### config.mk
export PLATFORM = sky130hd
export DESIGN_NAME = rom_arbiter_2p
export DESIGN_NICKNAME = d
export VERILOG_FILES = /design/src/rtl/rom_arbiter_2p_pkg.sv /design/src/rtl/rom_arbiter_2p_rr_arb2.sv /design/src/rtl/rom_arbiter_2p.sv
export SDC_FILE = /design/constraint.sdc
export NUM_CORES = 1
export LEC_CHECK = 0
export CORE_ASPECT_RATIO = 1.75
export CORE_MARGIN = 2
export CORE_UTILIZATION = 40
export CTS_CLUSTER_DIAMETER = 100
export CTS_CLUSTER_SIZE = 20
export DETAILED_ROUTE_END_ITERATION = 12
export PLACE_DENSITY = 0.74
export SETUP_SLACK_MARGIN = 0.3
export SKIP_CTS_REPAIR_TIMING = 1
export SLEW_MARGIN = 10
export SYNTH_ARGS = -nofsm -noshare
export SYNTH_HDL_FRONTEND = slang
export SYNTH_HIERARCHICAL = 1
export SYNTH_SLANG_ARGS = --single-unit
### constraint.sdc
create_clock -name clk -period 1.55 [get_ports clk]
set_input_delay 0.31 -clock clk [delete_from_list [all_inputs] [get_ports clk]]
set_output_delay 0.31 -clock clk [all_outputs]
set_load 0.02 [all_outputs]
### src/rtl/rom_arbiter_2p_pkg.sv
// Shared types and constants for the two-port ROM arbiter and burst sequencer.
package rom_arbiter_2p_pkg;

  typedef enum logic {
    ST_IDLE  = 1'b0,
    ST_BURST = 1'b1
  } state_e;

  // Cycles from request acceptance to the matching valid on the owning port.
  localparam int unsigned RD_LAT = 3;

  typedef struct packed {
    logic valid;
    logic owner;
    logic last;
  } token_t;

endpackage

### src/rtl/rom_arbiter_2p_rr_arb2.sv
// Stateless two-way round-robin select; a contended grant goes to the port not granted last.
module rr_arb2 (
  input  logic req0,
  input  logic req1,
  input  logic last_gnt,
  input  logic enable,
  output logic gnt0,
  output logic gnt1
);

  always_comb begin
    gnt0 = 1'b0;
    gnt1 = 1'b0;
    if (enable) begin
      if (req0 && req1) begin
        gnt0 = last_gnt;
        gnt1 = ~last_gnt;
      end else begin
        gnt0 = req0;
        gnt1 = req1;
      end
    end
  end

endmodule

### src/rtl/rom_arbiter_2p.sv
// Two-port round-robin ROM arbiter: accepts bursts, walks the ROM address and
// steers each returned word to the port that owns it.
module rom_arbiter_2p
  import rom_arbiter_2p_pkg::*;
#(
  parameter int unsigned BITS_DATA = 8,
  parameter int unsigned BITS_ADDR = 3
) (
  input  logic                 clk,
  input  logic                 rst,
  input  logic                 req0,
  input  logic                 req1,
  input  logic [BITS_ADDR-1:0] addr0,
  input  logic [BITS_ADDR-1:0] addr1,
  input  logic [BITS_ADDR-1:0] len0,
  input  logic [BITS_ADDR-1:0] len1,
  output logic                 gnt0,
  output logic                 gnt1,
  output logic [BITS_ADDR-1:0] rom_addr,
  input  logic [BITS_DATA-1:0] rom_data,
  output logic                 valid0,
  output logic                 valid1,
  output logic [BITS_DATA-1:0] data0,
  output logic [BITS_DATA-1:0] data1,
  output logic                 last0,
  output logic                 last1,
  output logic                 busy
);

  state_e                 state_q, state_d;
  logic [BITS_ADDR-1:0]   rom_addr_q, rom_addr_d;
  logic [BITS_ADDR-1:0]   remaining_q, remaining_d;
  logic                   owner_q, owner_d;
  logic                   last_gnt_q, last_gnt_d;
  token_t                 s1_q, s1_d;
  token_t                 s2_q, s2_d;
  logic                   valid0_q, valid0_d, valid1_q, valid1_d;
  logic                   last0_q, last0_d, last1_q, last1_d;
  logic [BITS_DATA-1:0]   data0_q, data0_d, data1_q, data1_d;
  logic                   busy_q, busy_d;

  logic                   accept;
  logic                   sel_port;
  logic [BITS_ADDR-1:0]   sel_addr;
  logic [BITS_ADDR-1:0]   sel_len;

  rr_arb2 u_arb (
    .req0     (req0),
    .req1     (req1),
    .last_gnt (last_gnt_q),
    .enable   (state_q == ST_IDLE),
    .gnt0     (gnt0),
    .gnt1     (gnt1)
  );

  assign accept   = gnt0 | gnt1;
  assign sel_port = gnt1;
  assign sel_addr = gnt1 ? addr1 : addr0;
  assign sel_len  = gnt1 ? len1 : len0;

  // Next-state, address counter and issue token.
  always_comb begin
    state_d     = state_q;
    rom_addr_d  = rom_addr_q;
    remaining_d = remaining_q;
    owner_d     = owner_q;
    last_gnt_d  = last_gnt_q;
    s1_d        = '0;
    if (state_q == ST_IDLE) begin
      if (accept) begin
        rom_addr_d  = sel_addr;
        remaining_d = sel_len;
        owner_d     = sel_port;
        last_gnt_d  = sel_port;
        s1_d        = '{valid: 1'b1, owner: sel_port, last: (sel_len == '0)};
        state_d     = (sel_len == '0) ? ST_IDLE : ST_BURST;
      end
    end else begin
      rom_addr_d  = rom_addr_q + BITS_ADDR'(1);
      remaining_d = remaining_q - BITS_ADDR'(1);
      s1_d        = '{valid: 1'b1, owner: owner_q, last: (remaining_q == BITS_ADDR'(1))};
      if (remaining_q == BITS_ADDR'(1)) begin
        state_d = ST_IDLE;
      end
    end
  end

  // Return pipeline: s2 lines up with rom_data, outputs one stage later.
  always_comb begin
    s2_d     = s1_q;
    valid0_d = s2_q.valid & ~s2_q.owner;
    valid1_d = s2_q.valid & s2_q.owner;
    last0_d  = valid0_d & s2_q.last;
    last1_d  = valid1_d & s2_q.last;
    data0_d  = valid0_d ? rom_data : data0_q;
    data1_d  = valid1_d ? rom_data : data1_q;
    busy_d   = (state_d == ST_BURST);
  end

  always_ff @(posedge clk) begin
    if (rst) begin
      state_q     <= ST_IDLE;
      rom_addr_q  <= '0;
      remaining_q <= '0;
      owner_q     <= 1'b0;
      last_gnt_q  <= 1'b1;
      s1_q        <= '0;
      s2_q        <= '0;
      valid0_q    <= 1'b0;
      valid1_q    <= 1'b0;
      last0_q     <= 1'b0;
      last1_q     <= 1'b0;
      data0_q     <= '0;
      data1_q     <= '0;
      busy_q      <= 1'b0;
    end else begin
      state_q     <= state_d;
      rom_addr_q  <= rom_addr_d;
      remaining_q <= remaining_d;
      owner_q     <= owner_d;
      last_gnt_q  <= last_gnt_d;
      s1_q        <= s1_d;
      s2_q        <= s2_d;
      valid0_q    <= valid0_d;
      valid1_q    <= valid1_d;
      last0_q     <= last0_d;
      last1_q     <= last1_d;
      data0_q     <= data0_d;
      data1_q     <= data1_d;
      busy_q      <= busy_d;
    end
  end

  assign rom_addr = rom_addr_q;
  assign valid0   = valid0_q;
  assign valid1   = valid1_q;
  assign last0    = last0_q;
  assign last1    = last1_q;
  assign data0    = data0_q;
  assign data1    = data1_q;
  assign busy     = busy_q;

endmodule

==> results of run 1 <==
[layer usage]
| layer | vias to the layer above | track usage, % | part of all wire (%) |
|---|---|---|---|
| li1 | 701 | - | - |
| met1 | 695 | 17.2 | 34 |
| met2 | 58 | 31.5 | 58 |
| met3 | 8 | 5.11 | 5.1 |
| met4 | 0 | 10.6 | 2.4 |
| met5 | - | 0 | 0 |
[cells in the final DEF, fill, tap and decap left out, types with 2 or more instances in the layout]
master / n
dlymetal6s2s_1: 23
clkbuf_16: 2
and3b_1: 4
inv_1: 5
a211oi_2: 2
a21o_1: 2
nor2b_1: 9
dfxtp_1: 32
nand2b_1: 4
nand2_1: 36
a221oi_2: 2
nor2_1: 9
a21oi_4: 2
nand2_4: 2
o32ai_1: 3
o22ai_1: 2
buf_6: 6
ha_1: 3
buf_4: 10
dfxtp_2: 2
clkbuf_2: 3
a21oi_1: 19
clkbuf_8: 6
clkdlybuf4s50_1: 21
[stage by stage]
| step | setup slack (ns) | power [mW] | TNS, ns | std cells | utilization (%) |
|---|---|---|---|---|---|
| 5_1_grt | -0.000676 | 3.39 | -0.000676 | 278 | 68.3 |
| 2_1_floorplan | 0.0276 | 1.84 | 0 | 167 | - |
| 3_5_place_dp | -0.463 | 2.19 | -4.24 | 261 | 59.0 |
| 6_report | 0.0415 | 3.23 | 0 | 278 | 68.3 |
| 3_3_place_gp | -0.442 | 2.15 | -3.56 | 261 | 59.0 |
| 4_1_cts | -0.473 | 3.03 | -1.73 | 269 | 62.2 |
[report_power, final]
group,total [mW],leakage [nW],switching (mW),internal [mW]
Sequential,1.15,0.286,0.116,1.03
Combinational,1.24,0.974,0.607,0.632
Clock,0.837,0.0612,0.317,0.520
Total,3.23,1.32,1.04,2.19
[state kept, by name, indices dropped and copies added, names as in the netlist, 3 cells and up]
register / count
data0: 8
data1: 8
remaining_q: 3
rom_addr: 3
s1_q: 3
s2_q: 3
[cell type report]
cell class                 count  area, sq um
timing repair buffer          67          741
clock inverter                 2         35.0
fill                         257         1140
tap                           46         57.6
inverter                       6         30.0
sequential                    35          707
multi-input combinational    116          802
clock buffer                   6         82.6
[logic make-up (layout without fill, tap and decap cells)]
logic type | count (synthesis) | count (layout)
AND/OR/NAND/NOR | 71 | 71
flip-flops | 35 | 35
buffers and inverters | 16 | 81
multiplexers | 1 | 1
AO/OA/AOI/OAI | 41 | 41
adder cells (fa/ha/maj) | 3 | 3
[critical path: stages (launching register included)]
cell and delay, ns:
dfxtp_4 0.39, inv_8 0.05, nand2_4 0.07, a21oi_4 0.05, buf_4 0.14, buf_6 0.11, clkbuf_16 0.15, nor2b_1 0.14
o32ai_1 0.30
[how the worst max path moves through the flow]
stage	slack, ns	startpoint	end
3_3_place_gp	-0.44	req0	gnt0
3_5_place_dp	-0.46	req1	gnt1
2_1_floorplan	0.03	busy$_SDFF_PP0_	rom_addr[0]$_SDFFE_PP0P_
4_1_cts	-0.47	req1	gnt1
5_1_grt	-0.0007	busy$_SDFF_PP0_	rom_addr[1]$_SDFFE_PP0P_
6_report	0.04	busy$_SDFF_PP0_	rom_addr[1]$_SDFFE_PP0P_
==> out/metrics.yaml, run 1 <==
arrival_ns: 1.69
htreeDepth: 2
worstHoldStart: "s1_q[1]$_SDFF_PP0_"
cts_tree: "done"
fin_area_sq_um: 2450
power.density_nw_per_um2: 1310
reg2reg_to: "rom_addr[1]$_SDFFE_PP0P_"
gp_congestion: 0.787
min_period_ns: 1.51
hold-worst-slack_ns: 0.443
overflow: 0
dieArea_sq_um: 4260
relSlewSlack_pct: 73.6
synth-async-reset-ratio_pct: 0
io_buffers: 49
synth_compound_area_share_pct: 19.7
setup_viol: 0
grt_pass1_wl_um: 5870
crit_required_ns: 1.73
rr_worst_depth: 8
synth_xor_area_share_pct: 0
synthTopCellsByArea: "dfxtp_1, nand2_1, a21oi_1"
finalHoldViolCount: 0
worst_setup_path_end_kind: "flip-flop"
r2r_setup_slack_ns: 0.04
synth_top_family_by_area: "simple AND/OR/NAND/NOR gates"
core_region_area_sq_um: 3590
first_pass_iters: 4
seq_area_frac_synth_pct: 46.9
drive_above_1_share_pct: 22.4
wl_per_cell_um: 14.8
hpwl_um: 2660
synth_common_cells: "nand2_1, dfxtp_1, a21oi_1"
syn_nets: 194
drt_first_iter_violations: 22
routed_wl_um: 4120
ys_ff_latch: 35
tightest_slew_ns: 0.396
criticalPathCategory: "reg -> reg"
min_period_over_period_pct: 97.3
avgSynthCellArea_sq_um: 8.95
synth_edf_count: 0
clock_path_buffers: 2
route.detailed.drc: 0
fin_skew_ns: 0.00245
vias: 1462
cts_root_buf: "clkbuf_8"
synth_top_cell_by_area: "dfxtp_1"
r2r_start: "busy$_SDFF_PP0_"
areaGrowthSynthToFinish_pct: 64.2
hp-class: "reg -> reg"
place_area_sq_um: 2120
muxShareOfSynthArea_pct: 0.669
rsz0062_at_grt: "true"
antenna_found_initial: 0
power.leakage_nw: 1.32
synth_cells: 167
rows: 29
status: "completed"
yosysTopAreaCellShare_pct: 46.9
vias_per_cell: 5.26
diodes: 0
worstHoldPathCells: 1
syn-cell-area_sq_um: 1500
die_h_um: 84.9
fp.dieW_um: 50.2
boundaryPins: 50
synthDistinctLibCells: 34
clock_sinks: 35
ys_warn_count: 6
ir_drop_v: 0.00101
crit_path_start_kind: "flip-flop"
hold_path_end: "s2_q[1]$_SDFF_PP0_"
nets: 258
maxCapViolations: 0
clk_pin_slew_ns: 0.07
grt_max_degree: 22
slew_violations: 0
synth_flop_cell: "dfxtp_1"
start_util_pct: 41.6
cts_made_buffers: 5
ant_nets: 0
clock_latency_ns: 0.28
cp_max_fo: 10
fmaxAchievable_mhz: 663
synth_fa_ha_area_share_pct: 2.51
synth_simple_gate_area_share_pct: 24.4
grt_usage_pct: 17.6
synth_most_common_cell: "nand2_1"
grt_pass1_vias: 1387
(Power assumes the default switching activity.)
==> run 2: changes to the inputs <==
Settings changed: CAP_MARGIN set to 20, PLACE_DENSITY 0.74 to 0.7.
==> out/metrics.yaml, run 2 (synthesized netlist as in run 1, its figures left out) <==
diodes: 0
slowest_stage: "dfxtp_4"
power.density_nw_per_um2: 1300
hold-worst-slack_ns: 0.443
crit_required_ns: 1.71
clk_pin_slew_ns: 0.07
start_util_pct: 41.6
grt_pass1_vias: 1354
worst_setup_path_end_kind: "flip-flop"
htreeDepth: 2
vias: 1459
clock_sinks: 35
grt_pass1_wl_um: 5700
cts_tree: "done"
criticalPathCategory: "reg -> reg"
cts_made_buffers: 5
fin_area_sq_um: 2560
drive_above_1_share_pct: 26.7
gp_congestion: 0.801
clock_path_buffers: 2
ant_nets: 0
route.detailed.drc: 0
dieArea_sq_um: 4260
final_cells: 282
fp.dieW_um: 50.2
nets: 262
die_h_um: 84.9
rsz0062_at_grt: "true"
overflow: 0
fin_skew_ns: 0.00339
power.leakage_nw: 1.35
grt_usage_pct: 17.4
regArea_sq_um: 707
place_area_sq_um: 2110
setup_viol: 0
cts_root_buf: "clkbuf_8"
first_pass_iters: 4
n_fill_cell: 267
slew_violations: 0
multi_input_area_sq_um: 842
core_region_area_sq_um: 3590
min_period_ns: 1.48
crit_path_start_kind: "flip-flop"
arrival_ns: 1.64
clock_latency_ns: 0.28
ir_drop_v: 0.000970
routed_wl_um: 4190
maxCapViolations: 0
final_cell_mix: "nand2_1, dfxtp_1, dlymetal6s2s_1"
rows: 29
placedCellCount: 260
areaGrowthSynthToFinish_pct: 71.4
grt_max_degree: 22
vias_per_cell: 5.17
drt_first_iter_violations: 27
tightest_slew_ns: 0.358
fmaxAchievable_mhz: 677
status: "completed"
hp-class: "reg -> reg"
boundaryPins: 50
io_buffers: 49
wl_per_cell_um: 14.9
relSlewSlack_pct: 76.1
mostFrequentLayoutCell: "nand2_1"
finalHoldViolCount: 0
hpwl_um: 2650
min_period_over_period_pct: 95.2
cp_max_fo: 5
antenna_found_initial: 0
cp_cell_sequence: "inv_8 -> nand2_4 -> a21oi_4 -> buf_6 -> clkbuf_16 -> nor3_4 -> a221oi_2 -> o22ai_1"
cpPeakStageDelay_ns: 0.37
run 2: worst max-delay path: cells and delay by family, from the launching register on:
kind            cells  cell delay [ns]
compound gates      3             0.54
buf+inv             3             0.35
flops               1             0.37
simple gates        2             0.10
run 2: power by group:
part	switching (mW)	internal, mW	leakage (nW)
clock network	0.317	0.455	0.0594
logic	0.654	0.748	1.00
registers	0.115	1.03	0.286
run 2: layer usage:
metal  track usage, %  part of all wire [%]  wire length (um)
met1             16.2                    34              1430
met2             32.9                    55              2320
met3             4.23                   6.3               262
met4             9.60                   4.3               180
met5                0                     0                 0
run 2: worst paths after layout:
check                      from                          end  slack (ns)  cells after the start
max             busy$_SDFF_PP0_  remaining_q[2]$_SDFFE_PP0P_        0.07                      8
min          s1_q[0]$_SDFF_PP0_           s2_q[0]$_SDFF_PP0_        0.44                      1
max reg2reg     busy$_SDFF_PP0_  remaining_q[2]$_SDFFE_PP0P_        0.07                      8
min reg2reg  s1_q[0]$_SDFF_PP0_           s2_q[0]$_SDFF_PP0_        0.44                      1
run 2: cell type report:
cell class	instances	area share, %
Multi-Input combinational cell	116	32.9
Tap cell	46	2.25
Clock inverter	1	0.195
Clock buffer	7	4.20
Timing Repair Buffer	71	31.7
Inverter	6	1.17
Sequential cell	35	27.6
run 2: through the flow:
step | setup WS [ns] | setup TNS [ns] | power [mW] | util (%)
floorplan | 0.0276 | 0 | 1.84 | -
global placement | -0.446 | -3.68 | 2.15 | 58.8
detailed placement | -0.446 | -4.20 | 2.19 | 58.8
CTS | -0.456 | -1.69 | 2.97 | 61.9
global route | 0.0341 | 0 | 3.49 | 71.3
finish | 0.0740 | 0 | 3.32 | 71.3
